## src/rtl/axi_lite_sync_mc_fifo_if.sv

```systemverilog
// AXI4-Lite slave bus bundle for the multi-channel FIFO.
// The slave modport faces the FIFO; the master modport faces the bus driver.
interface axi_lite_sync_mc_fifo_if #(
  parameter int ADDR_WIDTH = 8,
  parameter int DATA_WIDTH = 32
);
  logic [ADDR_WIDTH-1:0] awaddr;
  logic                  awvalid;
  logic                  awready;
  logic [DATA_WIDTH-1:0] wdata;
  logic [3:0]            wstrb;
  logic                  wvalid;
  logic                  wready;
  logic [1:0]            bresp;
  logic                  bvalid;
  logic                  bready;
  logic [ADDR_WIDTH-1:0] araddr;
  logic                  arvalid;
  logic                  arready;
  logic [DATA_WIDTH-1:0] rdata;
  logic [1:0]            rresp;
  logic                  rvalid;
  logic                  rready;

  modport slave (
    input  awaddr, awvalid, wdata, wstrb, wvalid, bready, araddr, arvalid, rready,
    output awready, wready, bresp, bvalid, arready, rdata, rresp, rvalid
  );

  modport master (
    output awaddr, awvalid, wdata, wstrb, wvalid, bready, araddr, arvalid, rready,
    input  awready, wready, bresp, bvalid, arready, rdata, rresp, rvalid
  );
endinterface

```

## src/rtl/axi_lite_sync_mc_fifo.sv

```systemverilog
// NUM_CH independent single-clock FIFOs behind one AXI4-Lite slave, each with
// its own peripheral pop port, exact occupancy counters and per-channel flags.
module axi_lite_sync_mc_fifo #(
  parameter int ADDR_WIDTH   = 8,
  parameter int DATA_WIDTH   = 32,
  parameter int FIFO_DEPTH   = 16,
  parameter int NUM_CH       = 4,
  parameter int AFULL_THRESH = FIFO_DEPTH - 2
) (
  input  logic                           clk_axi,
  input  logic                           axi_reset_i,
  axi_lite_sync_mc_fifo_if.slave         axi_s,
  input  logic [NUM_CH-1:0]              periph_rd_en_i,
  output logic [NUM_CH*DATA_WIDTH-1:0]   periph_rdata_o,
  output logic [NUM_CH-1:0]              periph_rvalid_o,
  output logic [NUM_CH-1:0]              periph_empty_o,
  output logic [NUM_CH-1:0]              periph_full_o,
  output logic [NUM_CH-1:0]              periph_afull_o
);

  localparam int CHW  = ADDR_WIDTH - 4;
  localparam int PTR  = $clog2(FIFO_DEPTH);
  localparam int OCCW = PTR + 1;
  localparam logic [OCCW-1:0] DEPTH_W  = OCCW'(FIFO_DEPTH);
  localparam logic [OCCW-1:0] AFULL_W  = OCCW'(AFULL_THRESH);
  localparam logic [CHW:0]    NUM_CH_W = (CHW+1)'(NUM_CH);
  localparam logic [1:0]      RESP_OKAY   = 2'b00;
  localparam logic [1:0]      RESP_SLVERR = 2'b10;

  logic                  aw_held_q, aw_held_d;
  logic [ADDR_WIDTH-1:0] aw_addr_q, aw_addr_d;
  logic                  w_held_q, w_held_d;
  logic [DATA_WIDTH-1:0] w_data_q, w_data_d;
  logic [3:0]            w_strb_q, w_strb_d;
  logic                  bvalid_q, bvalid_d;
  logic [1:0]            bresp_q, bresp_d;
  logic                  rvalid_q, rvalid_d;
  logic [1:0]            rresp_q, rresp_d;
  logic [DATA_WIDTH-1:0] rdata_q, rdata_d;

  logic [DATA_WIDTH-1:0] mem_q [NUM_CH][FIFO_DEPTH];
  logic [PTR-1:0]        wptr_q [NUM_CH];
  logic [PTR-1:0]        wptr_d [NUM_CH];
  logic [PTR-1:0]        rptr_q [NUM_CH];
  logic [PTR-1:0]        rptr_d [NUM_CH];
  logic [OCCW-1:0]       occ_q  [NUM_CH];
  logic [OCCW-1:0]       occ_d  [NUM_CH];
  logic [DATA_WIDTH-1:0] prdata_q [NUM_CH];
  logic [DATA_WIDTH-1:0] prdata_d [NUM_CH];
  logic [NUM_CH-1:0]     ovf_q, ovf_d, empty_q, empty_d, full_q, full_d, afull_q, afull_d;
  logic [NUM_CH-1:0]     prvalid_q, prvalid_d;
  logic [NUM_CH-1:0]     push, apop, ppop, flush, clr_ovf, ovf_hit;

  logic                  aw_hs, w_hs, ar_hs, commit;
  logic [ADDR_WIDTH-1:0] wr_addr;
  logic [DATA_WIDTH-1:0] wr_data;
  logic [3:0]            wr_strb;
  logic [CHW-1:0]        wr_ch, rd_ch;
  logic [1:0]            wr_reg, rd_reg;
  logic                  wr_ch_ok, rd_ch_ok, wr_err;
  logic [OCCW-1:0]       wr_occ, rd_occ;
  logic [DATA_WIDTH-1:0] rd_head, rd_status;
  logic                  unused_addr_bits;

  assign axi_s.awready = !aw_held_q && !bvalid_q && !axi_reset_i;
  assign axi_s.wready  = !w_held_q && !bvalid_q && !axi_reset_i;
  assign axi_s.arready = !rvalid_q && !axi_reset_i;
  assign axi_s.bvalid  = bvalid_q;
  assign axi_s.bresp   = bresp_q;
  assign axi_s.rvalid  = rvalid_q;
  assign axi_s.rresp   = rresp_q;
  assign axi_s.rdata   = rdata_q;

  assign aw_hs  = axi_s.awvalid && axi_s.awready;
  assign w_hs   = axi_s.wvalid && axi_s.wready;
  assign ar_hs  = axi_s.arvalid && axi_s.arready;
  // Whichever half arrives second (or both together) completes the write.
  assign commit = (aw_held_q || aw_hs) && (w_held_q || w_hs);

  assign wr_addr  = aw_held_q ? aw_addr_q : axi_s.awaddr;
  assign wr_data  = w_held_q ? w_data_q : axi_s.wdata;
  assign wr_strb  = w_held_q ? w_strb_q : axi_s.wstrb;
  assign wr_ch    = wr_addr[ADDR_WIDTH-1:4];
  assign wr_reg   = wr_addr[3:2];
  assign rd_ch    = axi_s.araddr[ADDR_WIDTH-1:4];
  assign rd_reg   = axi_s.araddr[3:2];
  assign wr_ch_ok = {1'b0, wr_ch} < NUM_CH_W;
  assign rd_ch_ok = {1'b0, rd_ch} < NUM_CH_W;
  assign unused_addr_bits = ^{wr_addr[1:0], axi_s.araddr[1:0]};

  always_comb begin
    wr_occ    = '0;
    rd_occ    = '0;
    rd_head   = '0;
    rd_status = '0;
    for (int c = 0; c < NUM_CH; c++) begin
      if (wr_ch == CHW'(c)) wr_occ = occ_q[c];
      if (rd_ch == CHW'(c)) begin
        rd_occ    = occ_q[c];
        rd_head   = mem_q[c][rptr_q[c]];
        rd_status = {16'b0, 8'(occ_q[c]), 4'b0, ovf_q[c], afull_q[c], full_q[c], empty_q[c]};
      end
    end
  end

  always_comb begin
    wr_err = 1'b1;
    if (wr_ch_ok) begin
      case (wr_reg)
        2'd0:    wr_err = (wr_strb != 4'hF) || (wr_occ == DEPTH_W);
        2'd3:    wr_err = 1'b0;
        default: wr_err = 1'b1;
      endcase
    end
  end

  always_comb begin
    aw_held_d = aw_held_q;
    aw_addr_d = aw_addr_q;
    w_held_d  = w_held_q;
    w_data_d  = w_data_q;
    w_strb_d  = w_strb_q;
    bvalid_d  = bvalid_q;
    bresp_d   = bresp_q;
    if (bvalid_q && axi_s.bready) bvalid_d = 1'b0;
    if (commit) begin
      aw_held_d = 1'b0;
      w_held_d  = 1'b0;
      bvalid_d  = 1'b1;
      bresp_d   = wr_err ? RESP_SLVERR : RESP_OKAY;
    end else begin
      if (aw_hs) begin
        aw_held_d = 1'b1;
        aw_addr_d = axi_s.awaddr;
      end
      if (w_hs) begin
        w_held_d = 1'b1;
        w_data_d = axi_s.wdata;
        w_strb_d = axi_s.wstrb;
      end
    end
  end

  always_comb begin
    rvalid_d = rvalid_q;
    rresp_d  = rresp_q;
    rdata_d  = rdata_q;
    if (rvalid_q && axi_s.rready) rvalid_d = 1'b0;
    if (ar_hs) begin
      rvalid_d = 1'b1;
      rdata_d  = '0;
      rresp_d  = RESP_SLVERR;
      if (rd_ch_ok) begin
        case (rd_reg)
          2'd0, 2'd2: begin
            if (rd_occ != '0) begin
              rdata_d = rd_head;
              rresp_d = RESP_OKAY;
            end
          end
          2'd1:    begin rdata_d = rd_status; rresp_d = RESP_OKAY; end
          default: rresp_d = RESP_OKAY;
        endcase
      end
    end
  end

  // Per-channel arbitration: flush beats everything, AXI pop beats periph pop.
  always_comb begin
    for (int c = 0; c < NUM_CH; c++) begin
      push[c]    = commit && wr_ch == CHW'(c) && wr_reg == 2'd0 && wr_strb == 4'hF
                   && occ_q[c] != DEPTH_W;
      ovf_hit[c] = commit && wr_ch == CHW'(c) && wr_reg == 2'd0 && wr_strb == 4'hF
                   && occ_q[c] == DEPTH_W;
      flush[c]   = commit && wr_ch == CHW'(c) && wr_reg == 2'd3 && wr_data[0];
      clr_ovf[c] = commit && wr_ch == CHW'(c) && wr_reg == 2'd3 && wr_data[1];
      apop[c]    = ar_hs && rd_ch == CHW'(c) && rd_reg == 2'd0 && occ_q[c] != '0;
      ppop[c]    = periph_rd_en_i[c] && occ_q[c] != '0 && !apop[c] && !flush[c];

      wptr_d[c]    = wptr_q[c] + PTR'(push[c]);
      rptr_d[c]    = rptr_q[c] + PTR'(apop[c] || ppop[c]);
      occ_d[c]     = occ_q[c] + OCCW'(push[c]) - OCCW'(apop[c] || ppop[c]);
      ovf_d[c]     = (ovf_q[c] || ovf_hit[c]) && !clr_ovf[c];
      prvalid_d[c] = ppop[c];
      prdata_d[c]  = ppop[c] ? mem_q[c][rptr_q[c]] : prdata_q[c];
      if (flush[c]) begin
        wptr_d[c] = '0;
        rptr_d[c] = '0;
        occ_d[c]  = '0;
        ovf_d[c]  = 1'b0;
      end
      empty_d[c] = occ_d[c] == '0;
      full_d[c]  = occ_d[c] == DEPTH_W;
      afull_d[c] = occ_d[c] >= AFULL_W;
    end
  end

  always_ff @(posedge clk_axi) begin
    if (axi_reset_i) begin
      aw_held_q <= 1'b0;
      aw_addr_q <= '0;
      w_held_q  <= 1'b0;
      w_data_q  <= '0;
      w_strb_q  <= '0;
      bvalid_q  <= 1'b0;
      bresp_q   <= '0;
      rvalid_q  <= 1'b0;
      rresp_q   <= '0;
      rdata_q   <= '0;
      ovf_q     <= '0;
      empty_q   <= '1;
      full_q    <= '0;
      afull_q   <= '0;
      prvalid_q <= '0;
      for (int c = 0; c < NUM_CH; c++) begin
        wptr_q[c]   <= '0;
        rptr_q[c]   <= '0;
        occ_q[c]    <= '0;
        prdata_q[c] <= '0;
      end
    end else begin
      aw_held_q <= aw_held_d;
      aw_addr_q <= aw_addr_d;
      w_held_q  <= w_held_d;
      w_data_q  <= w_data_d;
      w_strb_q  <= w_strb_d;
      bvalid_q  <= bvalid_d;
      bresp_q   <= bresp_d;
      rvalid_q  <= rvalid_d;
      rresp_q   <= rresp_d;
      rdata_q   <= rdata_d;
      ovf_q     <= ovf_d;
      empty_q   <= empty_d;
      full_q    <= full_d;
      afull_q   <= afull_d;
      prvalid_q <= prvalid_d;
      for (int c = 0; c < NUM_CH; c++) begin
        wptr_q[c]   <= wptr_d[c];
        rptr_q[c]   <= rptr_d[c];
        occ_q[c]    <= occ_d[c];
        prdata_q[c] <= prdata_d[c];
      end
    end
  end

  // Storage is deliberately left out of reset.
  always_ff @(posedge clk_axi) begin
    for (int c = 0; c < NUM_CH; c++) begin
      if (push[c]) mem_q[c][wptr_q[c]] <= wr_data;
    end
  end

  for (genvar g = 0; g < NUM_CH; g++) begin : g_periph
    assign periph_rdata_o[g*DATA_WIDTH +: DATA_WIDTH] = prdata_q[g];
  end

  assign periph_rvalid_o = prvalid_q;
  assign periph_empty_o  = empty_q;
  assign periph_full_o   = full_q;
  assign periph_afull_o  = afull_q;

endmodule

```

## src/flat_wrapper.sv

```systemverilog
// flat-port wrapper written by rule: the top's interface ports become plain ports
module axi_lite_sync_mc_fifo_flat 
#(
  parameter int ADDR_WIDTH   = 8,
  parameter int DATA_WIDTH   = 32,
  parameter int FIFO_DEPTH   = 16,
  parameter int NUM_CH       = 4,
  parameter int AFULL_THRESH = FIFO_DEPTH - 2
)
  (clk_axi, axi_reset_i, periph_rd_en_i, periph_rdata_o, periph_rvalid_o, periph_empty_o, periph_full_o, periph_afull_o, axi_s_awaddr, axi_s_awvalid, axi_s_wdata, axi_s_wstrb, axi_s_wvalid, axi_s_bready, axi_s_araddr, axi_s_arvalid, axi_s_rready, axi_s_awready, axi_s_wready, axi_s_bresp, axi_s_bvalid, axi_s_arready, axi_s_rdata, axi_s_rresp, axi_s_rvalid);
  axi_lite_sync_mc_fifo_if #(.ADDR_WIDTH(ADDR_WIDTH), .DATA_WIDTH(DATA_WIDTH)) axi_s_i ();
  input  logic clk_axi;
  input  logic axi_reset_i;
  input  logic [NUM_CH-1:0] periph_rd_en_i;
  output logic [NUM_CH*DATA_WIDTH-1:0] periph_rdata_o;
  output logic [NUM_CH-1:0] periph_rvalid_o;
  output logic [NUM_CH-1:0] periph_empty_o;
  output logic [NUM_CH-1:0] periph_full_o;
  output logic [NUM_CH-1:0] periph_afull_o;
  input wire logic [$bits(axi_s_i.awaddr)-1:0] axi_s_awaddr;
  input wire logic [$bits(axi_s_i.awvalid)-1:0] axi_s_awvalid;
  input wire logic [$bits(axi_s_i.wdata)-1:0] axi_s_wdata;
  input wire logic [$bits(axi_s_i.wstrb)-1:0] axi_s_wstrb;
  input wire logic [$bits(axi_s_i.wvalid)-1:0] axi_s_wvalid;
  input wire logic [$bits(axi_s_i.bready)-1:0] axi_s_bready;
  input wire logic [$bits(axi_s_i.araddr)-1:0] axi_s_araddr;
  input wire logic [$bits(axi_s_i.arvalid)-1:0] axi_s_arvalid;
  input wire logic [$bits(axi_s_i.rready)-1:0] axi_s_rready;
  output wire logic [$bits(axi_s_i.awready)-1:0] axi_s_awready;
  output wire logic [$bits(axi_s_i.wready)-1:0] axi_s_wready;
  output wire logic [$bits(axi_s_i.bresp)-1:0] axi_s_bresp;
  output wire logic [$bits(axi_s_i.bvalid)-1:0] axi_s_bvalid;
  output wire logic [$bits(axi_s_i.arready)-1:0] axi_s_arready;
  output wire logic [$bits(axi_s_i.rdata)-1:0] axi_s_rdata;
  output wire logic [$bits(axi_s_i.rresp)-1:0] axi_s_rresp;
  output wire logic [$bits(axi_s_i.rvalid)-1:0] axi_s_rvalid;
  assign axi_s_i.awaddr = axi_s_awaddr;
  assign axi_s_i.awvalid = axi_s_awvalid;
  assign axi_s_i.wdata = axi_s_wdata;
  assign axi_s_i.wstrb = axi_s_wstrb;
  assign axi_s_i.wvalid = axi_s_wvalid;
  assign axi_s_i.bready = axi_s_bready;
  assign axi_s_i.araddr = axi_s_araddr;
  assign axi_s_i.arvalid = axi_s_arvalid;
  assign axi_s_i.rready = axi_s_rready;
  assign axi_s_awready = axi_s_i.awready;
  assign axi_s_wready = axi_s_i.wready;
  assign axi_s_bresp = axi_s_i.bresp;
  assign axi_s_bvalid = axi_s_i.bvalid;
  assign axi_s_arready = axi_s_i.arready;
  assign axi_s_rdata = axi_s_i.rdata;
  assign axi_s_rresp = axi_s_i.rresp;
  assign axi_s_rvalid = axi_s_i.rvalid;
  axi_lite_sync_mc_fifo #(.ADDR_WIDTH(ADDR_WIDTH), .DATA_WIDTH(DATA_WIDTH), .FIFO_DEPTH(FIFO_DEPTH), .NUM_CH(NUM_CH), .AFULL_THRESH(AFULL_THRESH)) u_core (.clk_axi(clk_axi), .axi_reset_i(axi_reset_i), .axi_s(axi_s_i), .periph_rd_en_i(periph_rd_en_i), .periph_rdata_o(periph_rdata_o), .periph_rvalid_o(periph_rvalid_o), .periph_empty_o(periph_empty_o), .periph_full_o(periph_full_o), .periph_afull_o(periph_afull_o));
endmodule
```

## config.mk

```make
export PLATFORM = sky130hd
export DESIGN_NAME = axi_lite_sync_mc_fifo_flat
export DESIGN_NICKNAME = d
export VERILOG_FILES = /design/src/rtl/axi_lite_sync_mc_fifo_if.sv /design/src/rtl/axi_lite_sync_mc_fifo.sv /design/src/flat_wrapper.sv
export SDC_FILE = /design/constraint.sdc
export NUM_CORES = 2
export LEC_CHECK = 0
export CAP_MARGIN = 20
export CORE_MARGIN = 5
export CORE_UTILIZATION = 49
export CTS_CLUSTER_SIZE = 10
export DETAILED_ROUTE_END_ITERATION = 10
export PLACE_DENSITY = 0.66
export SYNTH_ARGS = -nofsm -noshare
export SYNTH_HDL_FRONTEND = slang
export SYNTH_SLANG_ARGS = --single-unit
```

## constraint.sdc

```tcl
create_clock -name clk_axi -period 5.54 [get_ports clk_axi]
set_input_delay 0.554 -clock clk_axi [delete_from_list [all_inputs] [get_ports clk_axi]]
set_output_delay 0.554 -clock clk_axi [all_outputs]
set_load 0.02 [all_outputs]
```

Word-level counts from Yosys, hierarchy flattened
Memories as Yosys holds them, arrays and structs flattened.
Index checks and enable logic that the tools add are counted.
{ "word_totals": {"register_bits": 104, "ramBits": 2228, "input_bits": 63, "out_inout_bits": 185, "word_cells": 339, "n_memories": 5} }
{ "op_classes": {"n_addsub": 16, "order_cmp": 18, "eq_ne": 24, "muxes": 104, "n_bitwise": 25, "n_reduce_logical": 129} }
{ "memory_table": {"columns": ["name", "words", "word_bits", "read_ports", "rd_ports_with_merged_regs", "write_ports", "line", "rtl"], "rows": [
  ["u_core.mem_q", 4, 512, 4, 0, 1, "axi_lite_sync_mc_fifo.sv:41", "logic [DATA_WIDTH-1:0] mem_q [NUM_CH][FIFO_DEPTH];"],
  ["u_core.prdata_q", 4, 32, 4, 0, 4, "axi_lite_sync_mc_fifo.sv:48", "logic [DATA_WIDTH-1:0] prdata_q [NUM_CH];"],
  ["u_core.occ_q", 4, 5, 4, 0, 4, "axi_lite_sync_mc_fifo.sv:46", "logic [OCCW-1:0] occ_q [NUM_CH];"],
  ["u_core.rptr_q", 4, 4, 4, 0, 4, "axi_lite_sync_mc_fifo.sv:44", "logic [PTR-1:0] rptr_q [NUM_CH];"],
  ["u_core.wptr_q", 4, 4, 4, 0, 4, "axi_lite_sync_mc_fifo.sv:42", "logic [PTR-1:0] wptr_q [NUM_CH];"]
]} }
{ "op_table": {"columns": ["op", "count"], "rows": [
  ["2-to-1 mux 512 bit", 10],
  ["OR reduction 512 bit", 3],
  ["2-to-1 mux 32 bit", 27],
  ["binary-select mux 32 bit (select 4 bit)", 4],
  ["demux 32 bit (select 4 bit)", 4],
  ["2-to-1 mux 5 bit", 16],
  ["logical AND 1 bit", 75],
  ["2-to-1 mux 4 bit", 17],
  ["case mux 32 bit (2 select lines)", 1],
  ["2-to-1 mux 13 bit", 4],
  ["== test 5 bit (second input constant)", 9],
  ["greater-or-equal comparator 5 bit (second input constant)", 8],
  ["NOT 4 -> 5 bit", 8],
  ["adder 4 x 1 -> 4 bit", 8],
  ["nonzero test 5 bit", 5],
  ["adder 5 x 1 -> 5 bit", 4],
  ["greater-or-equal comparator 5 x 4 -> 1 bit (second input constant)", 4],
  ["logical NOT 5 bit", 4],
  ["< comparator 5 x 1 -> 1 bit (second input constant)", 4],
  ["!= test 5 bit (second input constant)", 4],
  ["subtractor 5 x 1 -> 5 bit", 4],
  ["logical NOT 1 bit", 17],
  ["== test 4 x 2 -> 1 bit (second input constant)", 4],
  ["OR 1 bit", 16],
  ["other kinds (17)", 56]
]} }

Logic depth before layout (Yosys ltp)
{ "depth": {"ltp_word": 16, "ltp_mapped": 20, "depth_no_buf": 17} }

Worst setup path before layout
OpenSTA, ideal clock, no wires.
{ "synth_path": {"path_kind": "input port to flip-flop", "startpoint": "input port axi_reset_i", "endpoint": "memory u_core.mem_q[1][416] (netlist bit), enable pin", "setup_time_ns": 0.461, "arrival_time_ns": 3.983, "t_required_ns": 5.079, "setup_slack_ns": 1.096, "path_stages": 7, "path_buffers": 1, "path_cell_list": "buf_6 -> nor3b_1 -> o22a_4 -> nand4_4 -> nor3b_4 -> nand3b_1 -> nor3_1"} }
{ "synth_via": {"elab_chain_len": 15, "word_cells_on_any_way": 41, "cone_classes": "mux: 14; reduce/logical: 27"} }
{ "synth_rtl": {"columns": ["item", "line", "rtl"], "rows": [
  ["from (decl)", "flat_wrapper.sv:13", "input logic axi_reset_i;"],
  ["logical NOT 1 bit (*)", "axi_lite_sync_mc_fifo.sv:65, axi_lite_sync_mc_fifo.sv:66", null],
  ["logical AND 1 bit (on tied branches)", "axi_lite_sync_mc_fifo.sv:65, axi_lite_sync_mc_fifo.sv:66", null],
  ["logical AND 1 bit (on tied branches)", "axi_lite_sync_mc_fifo.sv:74, axi_lite_sync_mc_fifo.sv:75", null],
  ["logical OR 1 bit", "axi_lite_sync_mc_fifo.sv:78", "assign commit = (aw_held_q || aw_hs) && (w_held_q || w_hs);"],
  ["logical AND 1 bit (*)", "axi_lite_sync_mc_fifo.sv:78", null],
  ["logical AND 1 bit (3 in a row)", "axi_lite_sync_mc_fifo.sv:171", "push[c] = commit && wr_ch == CHW'(c) && wr_reg == 2'd0 && wr_strb == 4'hF"],
  ["logical AND 1 bit", "axi_lite_sync_mc_fifo.sv:172", "&& occ_q[c] != DEPTH_W;"],
  ["2-to-1 mux 1 bit", "axi_lite_sync_mc_fifo.sv:249", "if (push[c]) mem_q[c][wptr_q[c]] <= wr_data;"],
  ["2-to-1 mux 512 bit (not written as such)", "axi_lite_sync_mc_fifo.sv:249", null],
  ["OR reduction 512 bit (no line)", null, null],
  ["2-to-1 mux 2 bit (no line) or 2-to-1 mux 512 bit (tied branches) (3 in a row)", null, null],
  ["to (decl)", "axi_lite_sync_mc_fifo.sv:41", null]
]} }
Every way passes the cells marked *; elsewhere a longest branch is shown, timed or not.

Worst setup path after layout
{ "layout_path": {"startpoint": "register u_core.aw_held_q", "endpoint": "register u_core.afull_q[3], in the netlist u_core.periph_afull_o[3]"} }
{ "layout_via": {"elab_chain_len": 15, "word_cells_on_any_way": 23, "cone_classes": "add/sub: 2; order compare: 1; eq/ne: 2; mux: 2; reduce/logical: 16"} }
{ "layout_rtl": {"columns": ["item", "line", "rtl"], "rows": [
  ["from (decl)", "axi_lite_sync_mc_fifo.sv:30", "logic aw_held_q, aw_held_d;"],
  ["from (signal assigned)", "axi_lite_sync_mc_fifo.sv:222", "aw_held_q <= aw_held_d;"],
  ["branches (longest 13 deep; another with adder 5 x 1 -> 5 bit)", null, null],
  ["2-to-1 mux 5 bit (*)", "axi_lite_sync_mc_fifo.sv:186", "if (flush[c]) begin"],
  ["greater-or-equal comparator 5 x 4 -> 1 bit (*)", "axi_lite_sync_mc_fifo.sv:194", "afull_d[c] = occ_d[c] >= AFULL_W;"],
  ["to (signal assigned)", "axi_lite_sync_mc_fifo.sv:235", "afull_q <= afull_d;"],
  ["to (decl)", "axi_lite_sync_mc_fifo.sv:50", "logic [NUM_CH-1:0] ovf_q, ovf_d, empty_q, empty_d, full_q, full_d, afull_q, afull_d;"]
]} }
Mark *: on every way between the ends.
A chain may end at the register's enable or synchronous reset.

==> run metrics <==
status=finished, final reports clean; Resized cells post-CTS=0; minimum clock period=4.36 ns; global routing's busiest layer=met2; Mapped Cells=5083; final setup TNS=0 ns; grt met3 use=0.0468; number of synthesized flops with an enable pin=2048; Chip Width=444 um; RSZ-0062 raised after global routing=no; Worst-Margin Slew=1.21 ns; post-synthesis cell type count=79; Hold Startpoint=axi_reset_i; initial antenna violation count=12; final core utilization=0.566; vias=50400; CTS sink cnt=2328; area leader, netlist=edfxtp_1; Crit-path slowest cell=dfxtp_1; Vias per Instance=6.20; Hold Crit Depth=2; Crit Reg-Reg Startpoint=u_core.aw_held_q; crit path kind=reg -> reg; Final Slew Violations=0; end of the worst hold path=u_core.aw_addr_q[5]; worst-case reg-to-reg path depth=17; cell family with most CP delay=simple AND/OR/NAND/NOR gates; fin crit share=0.787; WL final=256000 um; clk_skew=0.0762 ns; Slew headroom=0.187; Worst Path Required=6.26 ns; Top FF cell, synth=edfxtp_1; Area contributors post-synth=edfxtp_1, mux4_2, dfxtp_1; hold_buf cts=0; CTS H-tree depth=5; port bufs=241; largest net degree at the start of global routing=95; ys async rst share=0; FF+latch count, synth=2328; met1 Use GR=0.360; VDD IR max=258 uV; CP arrival=5.08 ns; max incr delay on CP=0.75 ns; Layout Nets=5587; Worst Path Buf+Inv=4; clock slew at reported path FFs=0.06 ns; first-pass GRT wire length=363000 um; CTS tree=done; chip height=444 um; final std cells w/o fill=8125; Total GRT Usage=0.257; Core Region=187000 um2; final setup vio count=0; Top-Level Pins=248; drt first pass iters=6; Detailed Place HPWL=161000 um; sequential share of the synthesized area=0.728; die area=197000 um2; met2 Use GR=0.390; top cell type's share of synthesized area=0.667; share of cells above drive strength 1=0.221; TritonCTS Buffers=286; Max Cap Viol=0; GP Congestion=1.03; commonest non-fill, non-tap cell in the layout=edfxtp_1; area grow syn2layout=15.0%; Hold WC Path Type=in -> reg; Routed wire per std cell=31.5 um; R2R Path End=u_core.periph_afull_o[3]; Leak=33.0 nW; pre-CTS setup slack=0.962 ns; Initial DRC Count=6379; fmax=229 MHz; Cell Chain, Critical Path=or3b_1, a2bb2oi_1, and3_1, buf_4, a221o_2, nand2_1, ha_1, inv_1, ha_1, inv_1, fa_1, inv_1, a21oi_1, nor2_1, nor2_1, xnor2_1, a21oi_1; Rows=159; PD cells=430 nW/um2; DRC=0; Hold Vio Cnt, Final=0; grt total ovfl=0; vias in the first global route=49100; CP most frequent cell=inv_1; clock tree root buffer cell=clkbuf_16; Ys Warns=0; Routed Antenna Nets=0; Fin Hold WS=0.207 ns; Initial Util=0.492; Startpoint Class=register; clk_lat worst skew=0.92 ns; syn avg cell area=18.1 um2; most frequent cells in the layout=edfxtp_1, mux4_2, nand2_1, clkbuf_16, dfxtp_1; r2r setup slk=1.18 ns; CTS Buffer Depth=4; placed cells=7684; setup slack after layout=1.18 ns; Synth Cell Area=92200 um2; Worst Setup End Kind=register; post-CTS setup buffers=0; Max FO, Critical Path=20
==> metal layers <==
layer	share of wire	vias to the layer above	routed length, um
met4	0.058	2	14900
met2	0.46	2521	118000
met1	0.39	26200	101000
li1	-	21200	-
met5	0.000043	-	11
met3	0.088	492	22600
==> final cells by class <==
cell class                 instances  area [um2]
antenna                            7        17.5
clock buffer                     423        7810
clock inverter                     8        46.3
fill                           14200       81400
inverter                          37         139
multi-input combinational       2412       23900
sequential                      2328       67200
tap                             2495        3120
timing repair buffer             415        3890
==> where the power goes <==
part	leakage, nW	total (mW)	internal (mW)	switching [mW]
clock	3.78	16.2	9.60	6.58
sequential	20.8	20.6	19.7	0.848
combinational	8.41	8.86	3.53	5.33
==> worst register-to-register path, stage by stage (launching register included) <==
cell and delay (ns):
dfxtp_1 0.75, or3b_1 0.46, a2bb2oi_1 0.25, and3_1 0.47, buf_4 0.28, a221o_2 0.19
nand2_1 0.13, ha_1 0.32, inv_1 0.06, ha_1 0.17, inv_1 0.06, fa_1 0.42
inv_1 0.07, a21oi_1 0.06, nor2_1 0.09, nor2_1 0.06, xnor2_1 0.26, a21oi_1 0.11
==> worst max-delay path by stage <==
stage	startpoint	to	slack, ns	cells past startpoint
2_1_floorplan	axi_reset_i	u_core.mem_q[1][416]	1.10	7
3_3_place_gp	axi_s_araddr[7]	u_core.periph_afull_o[2]	0.95	18
3_5_place_dp	axi_s_araddr[7]	u_core.periph_afull_o[2]	0.96	18
4_1_cts	u_core.aw_held_q	u_core.periph_afull_o[1]	1.23	13
5_1_grt	u_core.aw_held_q	u_core.periph_afull_o[3]	0.90	17
6_report	u_core.aw_held_q	u_core.periph_afull_o[3]	1.18	17
==> sequential cells by signal, indices dropped and copies added, names as in the netlist, 6 cells and up <==
signal / flops
u_core.w_data_q: 32
u_core.rptr_q: 16
u_core.aw_addr_q: 6
u_core.axi_s.rdata: 32
u_core.wptr_q: 16
u_core.mem_q: 2048
u_core.prdata_q: 128
u_core.occ_q: 20
==> cells by family (layout without fill, tap and decap cells) <==
| group | count (synthesis) | in the layout | synth area share |
|---|---|---|---|
| flip-flops | 2328 | 2328 | 0.728 |
| multiplexers | 811 | 811 | 0.149 |
| adder cells (fa/ha/maj) | 44 | 44 | 0.00630 |
| XOR/XNOR | 32 | 32 | 0.00304 |
| buffers and inverters | 344 | 883 | 0.0185 |
| AO/OA/AOI/OAI | 723 | 723 | 0.0557 |
| other | 1 | 9 | 0.0000407 |
| AND/OR/NAND/NOR | 800 | 800 | 0.0393 |
==> cell usage after synthesis (5+ instances only) <==
cell type / n
a2111oi_2: 21
a211oi_1: 13
a211oi_2: 5
a21o_1: 13
a21oi_1: 228
a221oi_2: 20
a22oi_1: 156
a2bb2oi_1: 30
and2_1: 27
and3_1: 9
buf_1: 20
buf_2: 116
buf_4: 39
buf_6: 15
clkbuf_1: 115
dfxtp_1: 280
edfxtp_1: 2048
ha_1: 40
inv_1: 36
mux2_2: 173
mux2i_1: 204
mux4_2: 434
nand2_1: 415
nand2b_1: 18
nand3_1: 38
nand3b_1: 15
nand4_1: 7
nor2_1: 179
nor2b_1: 15
nor3_1: 36
nor3b_4: 5
o211ai_1: 69
o21a_1: 21
o21ai_0: 47
o221ai_1: 20
o22ai_1: 51
xnor2_1: 20
xor2_1: 12
==> stage by stage <==
step	instance area [um2]	total power, mW
finish	106000	45.6
global route	106000	47.2
CTS	106000	45.8
detailed placement	98100	29.8
global placement	98100	29.7
floorplan	92200	26.1
No activity file was read; power rests on OpenSTA's default activity.
